### config.mk
export PLATFORM = sky130hd
export DESIGN_NAME = ram_port_master_flat
export DESIGN_NICKNAME = d
export VERILOG_FILES = /design/src/rtl/ram_port_master_if.sv /design/src/rtl/ram_port_master.sv /design/src/flat_wrapper.sv
export SDC_FILE = /design/constraint.sdc
export NUM_CORES = 1
export LEC_CHECK = 0
export ABC_AREA = 1
export BUFFER_PORTS_ARGS = -buffer_cell sky130_fd_sc_hd__buf_2
export CAP_MARGIN = 25
export CORE_ASPECT_RATIO = 1.1
export CORE_MARGIN = 3
export CORE_UTILIZATION = 49
export DETAILED_ROUTE_END_ITERATION = 8
export GPL_ROUTABILITY_DRIVEN = 0
export PLACE_DENSITY = 0.76
export SLEW_MARGIN = 20
export SYNTH_ARGS = -nofsm -noshare
export SYNTH_HDL_FRONTEND = slang
export SYNTH_SLANG_ARGS = --single-unit
### constraint.sdc
create_clock -name clock -period 2.4 [get_ports clock]
set_input_delay 0.48 -clock clock [delete_from_list [all_inputs] [get_ports clock]]
set_output_delay 0.48 -clock clock [all_outputs]
set_load 0.1 [all_outputs]
### src/rtl/ram_port_master_if.sv
`default_nettype none
// ============================================================================
//  Module   : ram_port_master_if
//  Brief    : Request / response stream bundle between a client and
//             ram_port_master.
//  Revision : 1.0
// ============================================================================
interface ram_port_master_if #(
    parameter int ADDR_WIDTH = 12,
    parameter int DATA_WIDTH = 32
);
    logic                      req_valid;
    logic                      req_ready;
    logic                      req_write;
    logic [ADDR_WIDTH-1:0]     req_addr;
    logic [DATA_WIDTH/8-1:0]   req_wstrb;
    logic [DATA_WIDTH-1:0]     req_wdata;
    logic                      resp_valid;
    logic                      resp_ready;
    logic [DATA_WIDTH-1:0]     resp_rdata;

    modport master (
        output req_valid, req_write, req_addr, req_wstrb, req_wdata, resp_ready,
        input  req_ready, resp_valid, resp_rdata
    );

    modport slave (
        input  req_valid, req_write, req_addr, req_wstrb, req_wdata, resp_ready,
        output req_ready, resp_valid, resp_rdata
    );
endinterface
`default_nettype wire

### src/rtl/ram_port_master.sv
`default_nettype none
// ============================================================================
//  Module   : ram_port_master
//  Brief    : Valid/ready initiator for the fixed-latency RAM port with
//             credit-managed response FIFO and read-after-write stalling.
//  Revision : 1.0
// ============================================================================
module ram_port_master #(
    parameter int ADDR_WIDTH  = 12,
    parameter int DATA_WIDTH  = 32,
    parameter int READ_DELAY  = 1,
    parameter int WRITE_DELAY = 1,
    parameter int RESP_DEPTH  = 4
) (
    input  logic                     clock,
    input  logic                     reset,
    ram_port_master_if.slave         bus,
    output logic [ADDR_WIDTH-1:0]    ram_raddr,
    output logic [ADDR_WIDTH-1:0]    ram_waddr,
    output logic [DATA_WIDTH/8-1:0]  ram_wstrb,
    output logic [DATA_WIDTH-1:0]    ram_wdata,
    input  logic [DATA_WIDTH-1:0]    ram_rdata,
    output logic                     idle
);
    localparam int c_PTR_W = (RESP_DEPTH > 1) ? $clog2(RESP_DEPTH) : 1;
    localparam int c_CNT_W = $clog2(RESP_DEPTH + 1);

    logic                    w_raw_hit;
    logic                    w_rd_ok;
    logic                    w_acc;
    logic                    w_acc_rd;
    logic                    w_acc_wr;
    logic                    w_push;
    logic                    w_pop;

    logic [c_CNT_W-1:0]      r_credit;
    logic [c_CNT_W-1:0]      r_fifo_cnt;
    logic [c_PTR_W-1:0]      r_wr_ptr;
    logic [c_PTR_W-1:0]      r_rd_ptr;
    logic [DATA_WIDTH-1:0]   r_fifo [RESP_DEPTH];
    logic [READ_DELAY:0]     r_rvs;
    logic [WRITE_DELAY-1:0]  r_trk_valid;
    logic [ADDR_WIDTH-1:0]   r_trk_addr [WRITE_DELAY];

    function automatic logic [c_PTR_W-1:0] f_next(input logic [c_PTR_W-1:0] p);
        return (p == c_PTR_W'(RESP_DEPTH - 1)) ? '0 : p + 1'b1;
    endfunction

    // A read must wait while any not-yet-committed write targets its address.
    always_comb begin
        w_raw_hit = 1'b0;
        for (int i = 0; i < WRITE_DELAY; i++) begin
            if (r_trk_valid[i] && (r_trk_addr[i] == bus.req_addr)) begin
                w_raw_hit = 1'b1;
            end
        end
    end

    assign w_rd_ok        = (r_credit < c_CNT_W'(RESP_DEPTH)) && !w_raw_hit;
    assign bus.req_ready  = !reset && (bus.req_write || w_rd_ok);
    assign w_acc          = bus.req_valid && bus.req_ready;
    assign w_acc_rd       = w_acc && !bus.req_write;
    assign w_acc_wr       = w_acc && bus.req_write;
    assign w_push         = r_rvs[READ_DELAY];
    assign bus.resp_valid = (r_fifo_cnt != '0);
    assign w_pop          = bus.resp_valid && bus.resp_ready;
    assign bus.resp_rdata = r_fifo[r_rd_ptr];
    assign idle           = (r_credit == '0) && !(|r_trk_valid);

    always_ff @(posedge clock) begin
        if (reset) begin
            ram_raddr <= '0;
            ram_waddr <= '0;
            ram_wdata <= '0;
            ram_wstrb <= '0;
        end else begin
            ram_wstrb <= w_acc_wr ? bus.req_wstrb : '0;
            if (w_acc_wr) begin
                ram_waddr <= bus.req_addr;
                ram_wdata <= bus.req_wdata;
            end
            if (w_acc_rd) begin
                ram_raddr <= bus.req_addr;
            end
        end
    end

    // Entry 0 mirrors the write on the port this cycle; older entries age out.
    always_ff @(posedge clock) begin
        if (reset) begin
            r_rvs       <= '0;
            r_trk_valid <= '0;
            for (int i = 0; i < WRITE_DELAY; i++) begin
                r_trk_addr[i] <= '0;
            end
        end else begin
            r_rvs          <= {r_rvs[READ_DELAY-1:0], w_acc_rd};
            r_trk_valid[0] <= w_acc_wr && (|bus.req_wstrb);
            r_trk_addr[0]  <= bus.req_addr;
            for (int i = 1; i < WRITE_DELAY; i++) begin
                r_trk_valid[i] <= r_trk_valid[i-1];
                r_trk_addr[i]  <= r_trk_addr[i-1];
            end
        end
    end

    // Credits cover in-flight reads plus FIFO occupancy, so the FIFO never overflows.
    always_ff @(posedge clock) begin
        if (reset) begin
            r_credit   <= '0;
            r_fifo_cnt <= '0;
            r_wr_ptr   <= '0;
            r_rd_ptr   <= '0;
        end else begin
            case ({w_acc_rd, w_pop})
                2'b10:   r_credit <= r_credit + 1'b1;
                2'b01:   r_credit <= r_credit - 1'b1;
                default: r_credit <= r_credit;
            endcase
            case ({w_push, w_pop})
                2'b10:   r_fifo_cnt <= r_fifo_cnt + 1'b1;
                2'b01:   r_fifo_cnt <= r_fifo_cnt - 1'b1;
                default: r_fifo_cnt <= r_fifo_cnt;
            endcase
            if (w_push) begin
                r_wr_ptr <= f_next(r_wr_ptr);
            end
            if (w_pop) begin
                r_rd_ptr <= f_next(r_rd_ptr);
            end
        end
    end

    always_ff @(posedge clock) begin
        if (w_push) begin
            r_fifo[r_wr_ptr] <= ram_rdata;
        end
    end
endmodule
`default_nettype wire

### src/flat_wrapper.sv
// flat-port wrapper written by rule: the top's interface ports become plain ports
module ram_port_master_flat 
#(
    parameter int ADDR_WIDTH  = 12,
    parameter int DATA_WIDTH  = 32,
    parameter int READ_DELAY  = 1,
    parameter int WRITE_DELAY = 1,
    parameter int RESP_DEPTH  = 4
)
  (clock, reset, ram_raddr, ram_waddr, ram_wstrb, ram_wdata, ram_rdata, idle, bus_req_valid, bus_req_write, bus_req_addr, bus_req_wstrb, bus_req_wdata, bus_resp_ready, bus_req_ready, bus_resp_valid, bus_resp_rdata);
  ram_port_master_if #(.ADDR_WIDTH(ADDR_WIDTH), .DATA_WIDTH(DATA_WIDTH)) bus_i ();
  input  logic clock;
  input  logic reset;
  output logic [ADDR_WIDTH-1:0] ram_raddr;
  output logic [ADDR_WIDTH-1:0] ram_waddr;
  output logic [DATA_WIDTH/8-1:0] ram_wstrb;
  output logic [DATA_WIDTH-1:0] ram_wdata;
  input  logic [DATA_WIDTH-1:0] ram_rdata;
  output logic idle;
  input wire logic [$bits(bus_i.req_valid)-1:0] bus_req_valid;
  input wire logic [$bits(bus_i.req_write)-1:0] bus_req_write;
  input wire logic [$bits(bus_i.req_addr)-1:0] bus_req_addr;
  input wire logic [$bits(bus_i.req_wstrb)-1:0] bus_req_wstrb;
  input wire logic [$bits(bus_i.req_wdata)-1:0] bus_req_wdata;
  input wire logic [$bits(bus_i.resp_ready)-1:0] bus_resp_ready;
  output wire logic [$bits(bus_i.req_ready)-1:0] bus_req_ready;
  output wire logic [$bits(bus_i.resp_valid)-1:0] bus_resp_valid;
  output wire logic [$bits(bus_i.resp_rdata)-1:0] bus_resp_rdata;
  assign bus_i.req_valid = bus_req_valid;
  assign bus_i.req_write = bus_req_write;
  assign bus_i.req_addr = bus_req_addr;
  assign bus_i.req_wstrb = bus_req_wstrb;
  assign bus_i.req_wdata = bus_req_wdata;
  assign bus_i.resp_ready = bus_resp_ready;
  assign bus_req_ready = bus_i.req_ready;
  assign bus_resp_valid = bus_i.resp_valid;
  assign bus_resp_rdata = bus_i.resp_rdata;
  ram_port_master #(.ADDR_WIDTH(ADDR_WIDTH), .DATA_WIDTH(DATA_WIDTH), .READ_DELAY(READ_DELAY), .WRITE_DELAY(WRITE_DELAY), .RESP_DEPTH(RESP_DEPTH)) u_core (.clock(clock), .reset(reset), .bus(bus_i), .ram_raddr(ram_raddr), .ram_waddr(ram_waddr), .ram_wstrb(ram_wstrb), .ram_wdata(ram_wdata), .ram_rdata(ram_rdata), .idle(idle));
endmodule
==> results of run 1 <==
[flip-flops by register name, summed over array words and instances, names as in the netlist, named ones only]
name                flops
u_core.r_fifo_cnt       3
u_core.r_credit         3
u_core.r_trk_addr      12
u_core.ram_waddr       12
u_core.ram_raddr       12
u_core.r_rvs            2
u_core.r_rd_ptr         2
u_core.ram_wdata       32
u_core.r_wr_ptr         2
u_core.r_trk_valid      1
u_core.ram_wstrb        4
u_core.r_fifo         128
[cells in the final DEF (no fill, tap or decap), types with 3 or more instances in the layout]
cell and count:
buf_2 147, edfxtp_1 128, nor2_1 114, inv_1 99, dfxtp_1 86, o21ai_0 67
nand2_1 61, a21oi_1 54, o21ai_1 52, o22ai_2 32, buf_4 29, clkbuf_16 23
clkbuf_4 13, ha_1 7, inv_2 6, buf_12 6, clkbuf_2 4, buf_6 4
clkinvlp_4 3
[power by group]
part	internal, mW	switching (mW)
combinational	0.886	3.23
clock	2.02	1.33
sequential	4.04	0.0806
total	6.94	4.64
[layer usage]
layer / part of all wire / wire length (µm) / track usage
met1: 0.40 / 6881 / 0.2234
met2: 0.48 / 8237 / 0.3166
met3: 0.085 / 1451 / 0.05532
met4: 0.031 / 528 / 0.07573
met5: 0.00053 / 9 / 0
[path summary, 6_finish.rpt]
| path | start | end | slack (ns) |
|---|---|---|---|
| worst max-delay path | flop | bus_resp_rdata[27] | 0.09 |
| worst min-delay path | ram_rdata[24] | u_core.r_fifo[3][24]$_DFFE_PP_ | 0.20 |
| worst max register to register | u_core.r_trk_addr[0][0]$_SDFF_PP0_ | u_core.r_credit[2]$_SDFFE_PP0P_ | 0.20 |
| worst min register to register | u_core.r_rvs[0]$_SDFF_PP0_ | u_core.r_rvs[1]$_SDFF_PP0_ | 0.41 |
[per-stage QoR]
step | cell area, µm² | std cells | total power, mW | setup WS, ns
detailed placement | 9549 | 1122 | 8.163 | -0.04985
global route | 10370 | 1162 | 12.06 | 0.0005165
finish | 10370 | 1162 | 11.58 | 0.08640
floorplan | 8330 | 763 | 7.434 | -0.1556
global placement | 9549 | 1122 | 8.124 | 0.05985
CTS | 10320 | 1162 | 11.62 | 0.002792
[cell type report]
cell class,count,area (µm²)
fill,1268,5603
sequential,215,5587
multi-input combinational,403,2197
timing repair buffer,199,1216
clock buffer,29,613.1
inverter,105,394.1
tap,200,250.2
clock inverter,11,115.1
[cell families after synthesis]
logic type / after synthesis / share of synthesized area
adders and majority gates: 9 / 0.01572
buffers and inverters: 145 / 0.06937
and+or+nand+nor: 184 / 0.08848
DFF: 215 / 0.6881
AOI/OAI and AO/OA: 209 / 0.1372
xor gates and xnor gates: 1 / 0.001079
==> summary.txt, run 1 <==
Critical path
  • CP Max Fanout: 20
  • CP Class: flop to primary output
  • Top delay family on crit path: buffers and inverters
  • Worst path buffer plus inverter count: 2
  • Critical-path cell list: buf_4, o21ai_0, o22ai_2, buf_2
  • Crit path required time: approximately 1.9 ns
  • Critical path depth: 4
  • Critical path capture point type: primary output
  • Max stage delay cell, worst path: buf_2
  • Critical Path AT: 1.83 ns
  • Reg2reg path depth: 15
  • CP max stage delay: 0.44 ns
  • Worst setup SP type: flop

Logic synthesis
  • Cell with the most instances after synthesis: edfxtp_1
  • Post-Syn Area: 8117 µm²
  • Ys async rst share: 0
  • Sequential fraction of the synthesis area: 0.6881
  • Avg Inst Size Synth: 10.64 µm²
  • Yosys Warn Count: 0
  • Synth cell count leaders: edfxtp_1, nor2_1, inv_1
  • Top post-synthesis cells by area: edfxtp_1, dfxtp_1, nor2_1, inv_1, o21ai_0
  • Post-synth EDFFs: approximately 130
  • Cells after synthesis: 763
  • Leading area contributor after synthesis: edfxtp_1
  • Synth top area share: 0.4736
  • Dominant synthesized flop cell: edfxtp_1
  • Post-synth net total: 857
  • Yosys reg bits: 215
  • Synth unique cells: 27

Timing
  • Sum Neg Setup Slack: 0 ns
  • Worst Tran Pin Value: between 0.5 and 0.6 ns
  • Final setup skew: 0.01809 ns
  • Setup repair after global routing missed its margin: no
  • Fmax: 432.2 MHz
  • Number of hold violations in the final report: 0
  • Hold WS: ~0.2 ns
  • Slew HR: 0.6582
  • Final setup fails: 0
  • Tcrit/Tclk final: 0.9640
  • Post-layout minimum cycle time: 2.314 ns
  • Final count of pins violating max slew: 0

GRT
  • First-pass GRT wire length: 27760 µm
  • Initial antenna violation count: 1
  • Vias in the first global route: 5929
  • Largest net degree at the start of global routing: 53
  • GRT Util Overall: 0.1872
  • Gr ovfl total: 0

Routing
  • Wirelength, routed: 17110 µm
  • Via/cell ratio: 5.096
  • First-pass detailed-route iteration total: 4
  • Vias: 5921
  • ANT nets after route: 0
  • Drt wl/cell: 14.72 µm
  • Residual DRC count: 0
  • Starting DRT DRC Count: 352

Power and ir drop
  • Power density cells: 1116 nW/µm²
  • Leakage power: 4.320 nW
  • Peak supply drop: 0.0006065 V

Placed design
  • DP Wirelength: 11110 µm
  • IO Port Bufs: 179

CTS
  • Worst-skew pair later-pin latency: 0.50 ns
  • CTS tree: yes
  • Cts repair resizes: 16
  • CTS H-tree depth: 1
  • Clock Sinks: 215
  • TritonCTS Buffers: 22
  • Hold Buf Count CTS: 0
  • Setup Buffers After CTS: 0
  • Maximum clock path buffer count: 3
  • Clk slew on worst S/H paths: 0.06 ns
  • Clock Root Buffer: clkbuf_16

Run status
  • Status: finished, final reports clean

Floorplanning
  • Initial Utilization: 0.5081
  • Height of the die: 141.0 µm
  • Die ar.: between 15000 and 20000 µm²
  • Rows: 48
  • Top Ports: 180
  • DIE WIDTH: 128.7 µm
  • Core footprint: 15980 µm²

Layout
  • Layout cells sized above 1: 0.2952
  • Nets: 1040
  • Final Core Density: 0.6493
  • Area growth, synth to finish: 27.79%
  • # diodes: 0

Run
  • Max-cap viol count: 0

Hold path
  • HP Class: input pin to flop
  • Hold path depth: 1
Power figures use the tool's default switching activity.
==> run 2: changes to the inputs <==
- BUFFER_PORTS_ARGS: -buffer_cell sky130_fd_sc_hd__buf_2 -> default
- CORE_UTILIZATION: 49 -> 50
- DONT_BUFFER_PORTS: default -> 1
- PLACE_DENSITY: 0.76 -> 0.68
==> run 2 against run 1 <==
Compared with the run above: setup slack improved by 0.017 ns; combinational power up 16%; flip-flop and latch count did not move; register-to-register slack worse by 0.03 ns; critical endpoint is now bus_resp_rdata[7]; highest routed layer is now met4.
==> summary.txt, run 2 (synthesis results as in run 1) <==
Run status
  • Status: finished, final reports clean (unchanged)

Critical path
  • Critical-path cell list: buf_12, o21ai_0, o22ai_2, buf_12 (was buf_4, o21ai_0, o22ai_2, buf_2)
  • Reg2Reg Setup Slack: 0.17 ns (was 0.20 ns)
  • FF-to-FF End: u_core.r_credit[2]$_SDFFE_PP0P_ (unchanged)
  • Max stage delay cell, worst path: dfxtp_2 (was buf_2)
  • RR Startpoint: u_core.r_trk_addr[0][0]$_SDFF_PP0_ (unchanged)
  • CP Max Fanout: 64 (was 20)
  • Critical Path AT: 1.82 ns (was 1.83 ns)
  • CP Class: flop to primary output (unchanged)
  • Critical Path End: bus_resp_rdata[7] (was bus_resp_rdata[27])
  • Most used cell, CP: buf_12
  • CP max stage delay: 0.37 ns (was 0.44 ns)
  • Reg2reg path depth: 15 (unchanged)
  • Crit path required time: 1.92 ns (about the same)
  • Worst setup SP type: flop (unchanged)
  • Critical path capture point type: primary output (unchanged)

Layout
  • # diodes: 0 (unchanged)
  • Multi-input logic area: 2201 µm² (was 2197 µm²)
  • Nets: 955 (was 1040)
  • Largest regs: u_core.r_fifo x128, u_core.ram_wdata x32 (unchanged)
  • FILL cells: 1151 (was 1268)
  • Commonest non-fill, non-tap cells in the layout: edfxtp_1, nor2_1, inv_1 (was buf_2, edfxtp_1, nor2_1)
  • Storage element area: 5587 µm² (unchanged)
  • Leading cell type in the layout, fill and taps excluded: edfxtp_1 (was buf_2)
  • Layout cells sized above 1: 0.2203 (was 0.2952)
  • Max FFs per register: 128 (unchanged)
  • Top reg by flops: u_core.r_fifo (unchanged)
  • Area growth, synth to finish: 28.58% (was 27.79%)

Routing
  • Residual DRC count: 0 (unchanged)
  • ANT nets after route: 0 (unchanged)
  • Starting DRT DRC Count: 382 (was 352)
  • Vias: 5677 (was 5921)
  • First-pass detailed-route iteration total: 4 (unchanged)
  • Drt wl/cell: 16.47 µm (was 14.72 µm)
  • Via/cell ratio: 5.276 (was 5.096)
  • Wirelength, routed: 17720 µm (was 17110 µm)

Timing
  • Final setup fails: 0 (unchanged)
  • Final count of pins violating max slew: 0 (unchanged)
  • Number of hold violations in the final report: 0 (unchanged)
  • Worst Tran Pin Value: 0.6558 ns (was 0.5162 ns)
  • Worst Slack Setup Final: 0.1038 ns (was 0.08640 ns)
  • Fmax: 435.5 MHz (was 432.2 MHz)
  • Tcrit/Tclk final: 0.9568 (was 0.9640)
  • Post-layout minimum cycle time: 2.296 ns (was 2.314 ns)
  • Slew HR: 0.5623 (was 0.6582)
  • Setup repair after global routing missed its margin: no (unchanged)
  • Final setup skew: 0.02118 ns (was 0.01809 ns)

Power and ir drop
  • Total power: 12.11 mW (was 11.58 mW)
  • P_int: 7.380 mW (was 6.944 mW)
  • Clock share of power: 0.265 (was 0.289)
  • Logic pwr share: 0.395 (was 0.355)
  • Sw Pwr: 4.727 mW (was 4.636 mW)
  • Sw Share: 0.3904 (was 0.4004)
  • Leakage power: 4.124 nW (was 4.320 nW)
  • Power density cells: 1160 nW/µm² (was 1116 nW/µm²)
  • Reg power frac: 0.340 (was 0.356)
  • Peak supply drop: 0.0006092 V (was 0.0006065 V)

CTS
  • Worst-skew pair later-pin latency: 0.50 ns (about the same)
  • CTS H-tree depth: 1 (unchanged)
  • Clk slew on worst S/H paths: 0.06 ns (about the same)
  • Maximum clock path buffer count: 3 (unchanged)
  • Clock Sinks: 215 (unchanged)
  • TritonCTS Buffers: 22 (unchanged)
  • CTS tree: yes (unchanged)
  • Clock Root Buffer: clkbuf_16 (unchanged)

GRT
  • Largest net degree at the start of global routing: 65 (was 53)
  • GRT Util Overall: 0.1972 (was 0.1872)
  • First-pass GRT wire length: 28470 µm (was 27760 µm)
  • Gr ovfl total: 0 (unchanged)
  • Vias in the first global route: 5713 (was 5929)
  • Initial antenna violation count: 0 (was 1)

Floorplanning
  • DIE WIDTH: 127.5 µm (was 128.7 µm)
  • Initial Utilization: 0.5139 (was 0.5081)
  • Height of the die: 139.6 µm (was 141.0 µm)
  • Core footprint: 15800 µm² (was 15980 µm²)
  • Top Ports: 180 (unchanged)
  • Rows: 48 (unchanged)
  • Die ar.: 17800 µm² (was 18150 µm²)

Placed design
  • Pre-CTS setup slack: 0.02185 ns (was -0.04985 ns)
  • IO Port Bufs: 0 (was 179)
  • DP Wirelength: 11750 µm (was 11110 µm)

Hold path
  • HP Class: input pin to flop (unchanged)

Run
  • Max-cap viol count: 0 (unchanged)
==> run 2: critical path, delay by kind of cell, from the launching register on <==
kind | cells | cell delay, ns
compound gates | 2 | 0.42
flops | 1 | 0.37
buf+inv | 2 | 0.46
==> run 2: what timing repair did <==
action	in CTS	in global routing
buffers inserted	0	0
endpoints found under the setup margin	32	12
gates resized for setup	3	3
hold buffers	0	0
==> run 2: power groups by stage <==
| stage | Combinational [mW] | Sequential (mW) | Clock (mW) |
|---|---|---|---|
| 4_1_cts | 4.82 | 4.11 | 3.27 |
| 2_1_floorplan | 2.88 | 4.55 | 0 |
| 5_1_grt | 4.98 | 4.12 | 3.42 |
| 3_3_place_gp | 4.72 | 4.18 | 0 |
| 6_report | 4.78 | 4.11 | 3.21 |
| 3_5_place_dp | 4.79 | 4.19 | 0 |
==> run 2: final cells by class <==
class	instances	share of cell area
Multi-Input combinational cell	403	0.2109
Clock inverter	11	0.007553
Tap cell	200	0.02398
Sequential cell	215	0.5353
Clock buffer	28	0.05791
Timing Repair Buffer	114	0.1264
Inverter	105	0.03800
==> run 2: per-stage QoR <==
step	util	cells	TNS, ns	area [µm²]	hold WS, ns
2_1_floorplan	-	763	-0.1556	8330	0.3883
3_3_place_gp	0.6162	1037	0	9733	0.3969
3_5_place_dp	0.6162	1037	0	9733	0.4016
4_1_cts	0.6601	1076	0	10430	0.02536
5_1_grt	0.6607	1076	0	10440	0.02811
6_report	0.6607	1076	0	10440	0.04444
==> run 2: worst min path at each step <==
stage                               start                             endpoint  depth (start not counted)
2_1_floorplan  u_core.r_rvs[0]$_SDFF_PP0_           u_core.r_rvs[1]$_SDFF_PP0_                          2
3_3_place_gp   u_core.r_rvs[0]$_SDFF_PP0_           u_core.r_rvs[1]$_SDFF_PP0_                          2
3_5_place_dp   u_core.r_rvs[0]$_SDFF_PP0_           u_core.r_rvs[1]$_SDFF_PP0_                          2
4_1_cts                             reset  u_core.r_trk_addr[0][10]$_SDFF_PP0_                          1
5_1_grt                             reset  u_core.r_trk_addr[0][10]$_SDFF_PP0_                          1
6_report                            reset  u_core.r_trk_addr[0][10]$_SDFF_PP0_                          1
==> run 2: per-layer routing <==
layer | part of all wire | vias up | GRT usage | routed length, µm
li1 | - | 2761 | - | -
met5 | 0 | - | 0 | 0
met4 | 0.025 | 0 | 0.06268 | 439
met1 | 0.38 | 2668 | 0.2302 | 6666
met2 | 0.51 | 212 | 0.3452 | 8989
met3 | 0.092 | 36 | 0.06142 | 1626
==> run 3: changes to the inputs <==
- ABC_AREA: 1 -> default
- PLACE_DENSITY: 0.68 -> 0.74
==> run 3 against run 2 <==
Compared with the run above: routed wire length shrank 13%; flip-flop and latch count unchanged; critical endpoint is now bus_resp_rdata[17]; critical path type unchanged; core utilization fell by 2.2 points; first-iteration DRC count decreased by 43%; register-to-register slack worse by 0.04 ns; worst hold slack better by 0.028 ns; global-route usage is 2.4 points lower; power decreased by 26%; largest cell class unchanged; setup slack got worse by 0.065 ns.
==> summary.txt, run 3 <==
Run status
  • Status: finished, final reports clean (unchanged)

Critical path
  • Critical path capture point type: primary output (unchanged)
  • CP Class: flop to primary output (unchanged)
  • CP Max Fanout: 8 (was 64)
  • RR Startpoint: u_core.r_trk_addr[0][6]$_SDFF_PP0_ (was u_core.r_trk_addr[0][0]$_SDFF_PP0_)
  • Reg2reg path depth: 10 (was 15)
  • Crit path required time: 1.92 ns (about the same)
  • Worst setup SP type: flop (unchanged)
  • Critical Path AT: 1.88 ns (was 1.82 ns)

Logic synthesis
  • Top post-synthesis cells by area: edfxtp_1, dfxtp_1, mux4_2, nand2_1, a21oi_1 (was edfxtp_1, dfxtp_1, nor2_1, inv_1, o21ai_0)
  • Leading area contributor after synthesis: edfxtp_1 (unchanged)
  • Cells after synthesis: 529 (was 763)
  • Post-synth EDFFs: 128 (unchanged)
  • Dominant synthesized flop cell: edfxtp_1 (unchanged)
  • Synth cell count leaders: edfxtp_1, nand2_1, dfxtp_1 (was edfxtp_1, nor2_1, inv_1)
  • Synth top area share: 0.4889 (was 0.4736)
  • Ys async rst share: 0 (unchanged)
  • Post-synth net total: 623 (was 857)
  • Sequential fraction of the synthesis area: 0.7104 (was 0.6881)
  • Synth unique cells: 30 (was 27)
  • Avg Inst Size Synth: 14.86 µm² (was 10.64 µm²)
  • Yosys Warn Count: 0 (unchanged)
  • Post-Syn Area: 7863 µm² (was 8117 µm²)
  • Yosys reg bits: 215 (unchanged)
  • Cell with the most instances after synthesis: edfxtp_1 (unchanged)

CTS
  • Worst-skew pair later-pin latency: 0.48 ns (was 0.50 ns)
  • CTS tree: yes (unchanged)
  • Clock Sinks: 215 (unchanged)
  • Clock Root Buffer: clkbuf_16 (unchanged)
  • Setup Buffers After CTS: 0 (unchanged)
  • Maximum clock path buffer count: 3 (unchanged)
  • CTS H-tree depth: 1 (unchanged)
  • TritonCTS Buffers: 21 (was 22)
  • Clk slew on worst S/H paths: 0.06 ns (about the same)
  • Hold Buf Count CTS: 0 (unchanged)

Timing
  • Worst Tran Pin Value: 0.8432 ns (was 0.6558 ns)
  • Post-layout minimum cycle time: 2.362 ns (was 2.296 ns)
  • Final setup fails: 0 (unchanged)
  • Setup repair after global routing missed its margin: yes (was no)
  • Final count of pins violating max slew: 0 (unchanged)
  • Final setup skew: 0.008645 ns (was 0.02118 ns)
  • Slew HR: 0.4379 (was 0.5623)
  • Tcrit/Tclk final: 0.9840 (was 0.9568)
  • Worst Slack Setup Final: 0.03835 ns (was 0.1038 ns)
  • Fmax: 423.4 MHz (was 435.5 MHz)
  • Number of hold violations in the final report: 0 (unchanged)
  • Hold WS: 0.07256 ns (was 0.04444 ns)

GRT
  • GRT Util Overall: 0.1728 (was 0.1972)
  • Vias in the first global route: 4635 (was 5713)
  • Largest net degree at the start of global routing: 82 (was 65)
  • First-pass GRT wire length: 23780 µm (was 28470 µm)
  • Initial antenna violation count: 0 (unchanged)
  • Gr ovfl total: 0 (unchanged)

Routing
  • Drt wl/cell: 18.66 µm (was 16.47 µm)
  • Starting DRT DRC Count: 219 (was 382)
  • ANT nets after route: 0 (unchanged)
  • Vias: 4410 (was 5677)
  • Via/cell ratio: 5.326 (was 5.276)
  • Wirelength, routed: 15450 µm (was 17720 µm)
  • First-pass detailed-route iteration total: 4 (unchanged)
  • Residual DRC count: 0 (unchanged)

Power and ir drop
  • Power density cells: 916.6 nW/µm² (was 1160 nW/µm²)
  • Peak supply drop: 0.0006176 V (was 0.0006092 V)
  • Leakage power: 3.467 nW (was 4.124 nW)

Floorplanning
  • DIE WIDTH: 125.6 µm (was 127.5 µm)
  • Initial Utilization: 0.5162 (was 0.5139)
  • Rows: 47 (was 48)
  • Core footprint: 15230 µm² (was 15800 µm²)
  • Die ar.: 17270 µm² (was 17800 µm²)
  • Top Ports: 180 (unchanged)
  • Height of the die: 137.5 µm (was 139.6 µm)

Layout
  • Largest regs: u_core.r_fifo x128, u_core.ram_wdata x32 (unchanged)
  • Top reg by flops: u_core.r_fifo (unchanged)
  • Leading cell type in the layout, fill and taps excluded: edfxtp_1 (unchanged)
  • Layout cells sized above 1: 0.2927 (was 0.2203)
  • Commonest non-fill, non-tap cells in the layout: edfxtp_1, nand2_1, dfxtp_1 (was edfxtp_1, nor2_1, inv_1)
  • Max FFs per register: 128 (unchanged)
  • Area growth, synth to finish: 23.82% (was 28.58%)
  • Finished Layout Cells: 828 (was 1076)
  • FILL cells: 1059 (was 1151)
  • Nets: 713 (was 955)
  • # diodes: 0 (unchanged)

Placed design
  • Total placed cells including tap cells: 790 (was 1037)
  • IO Port Bufs: 0 (unchanged)
  • Pre-CTS setup slack: -0.1080 ns (was 0.02185 ns)
  • DP Wirelength: 10360 µm (was 11750 µm)

Hold path
  • Hold path depth: 1 (unchanged)
  • Hold Crit Start: reset (unchanged)
  • HP Class: input pin to flop (unchanged)

Run
  • Max-cap viol count: 0 (unchanged)
[run 3: cell count changes after synthesis, sizes merged, moves of 8 or more]
| cell | before | now |
|---|---|---|
| and2 | 0 | 8 |
| clkbuf | 31 | 18 |
| inv | 105 | 12 |
| mux2 | 0 | 12 |
| mux4 | 0 | 32 |
| nand2 | 61 | 92 |
| nor2 | 116 | 12 |
| nor2b | 0 | 25 |
| o21ai | 119 | 2 |
| o22ai | 32 | 0 |
| xnor2 | 1 | 12 |
[run 3: power by group]
part | switching (mW) | total [mW] | internal (mW)
sequential | 0.0515 | 4.04 | 3.99
combinational | 1.11 | 1.58 | 0.464
clock | 1.26 | 3.30 | 2.05
total | 2.42 | 8.92 | 6.50
[run 3: path summary, 6_finish.rpt]
check        slack [ns]                               end
max reg2reg        0.13   u_core.r_credit[2]$_SDFFE_PP0P_
min                0.07  u_core.ram_waddr[3]$_SDFFE_PP0P_
max                0.04                bus_resp_rdata[17]
min reg2reg        0.44        u_core.r_rvs[1]$_SDFF_PP0_
[run 3: stage by stage]
step                utilization  power (mW)  cell area [µm²]  TNS (ns)
floorplan                     -       5.339             7904   -0.2790
global placement         0.5883       5.641             8960  -0.06341
detailed placement       0.5883       5.668             8960   -0.1080
CTS                      0.6367       9.014             9698  -0.04021
global route             0.6392       9.220             9736  -0.08915
finish                   0.6392       8.924             9736         0
[run 3: worst max-delay path, cell delays in order, from the launching register on]
cell and delay, ns:
dfxtp_4 0.42, clkbuf_16 0.20, mux4_2 0.78
[run 3: cell families after synthesis]
logic type,after synthesis,synth area share
flops,215,0.7104
simple gates,151,0.08673
compound gates,54,0.03469
mux,45,0.1139
buf+inv,39,0.02021
xor+xnor,16,0.01782
fa+ha+maj,9,0.01623
[run 3: layout make-up]
class,count,area [µm²],share of cell area
Clock buffer,28,591.8,0.06079
Multi-Input combinational cell,275,2178,0.2238
Sequential cell,215,5590,0.5742
Timing Repair Buffer,94,968.4,0.09947
Inverter,12,45.04,0.004627
Clock inverter,8,116.4,0.01195
Tap cell,196,245.2,0.02519
[run 3: routing by layer]
metal  routed length (µm)  global-route usage
met3                 1507             0.06437
met4                  262             0.04398
met2                 7924              0.3092
met1                 5752              0.1973
met5                    0                   0
[run 3: repair_timing]
item / in CTS / in global routing
endpoints found under the setup margin: 20 / 17
gates cloned: 1 / 1
resized for setup: 2 / 2
endpoints found under the hold margin: 0 / 0
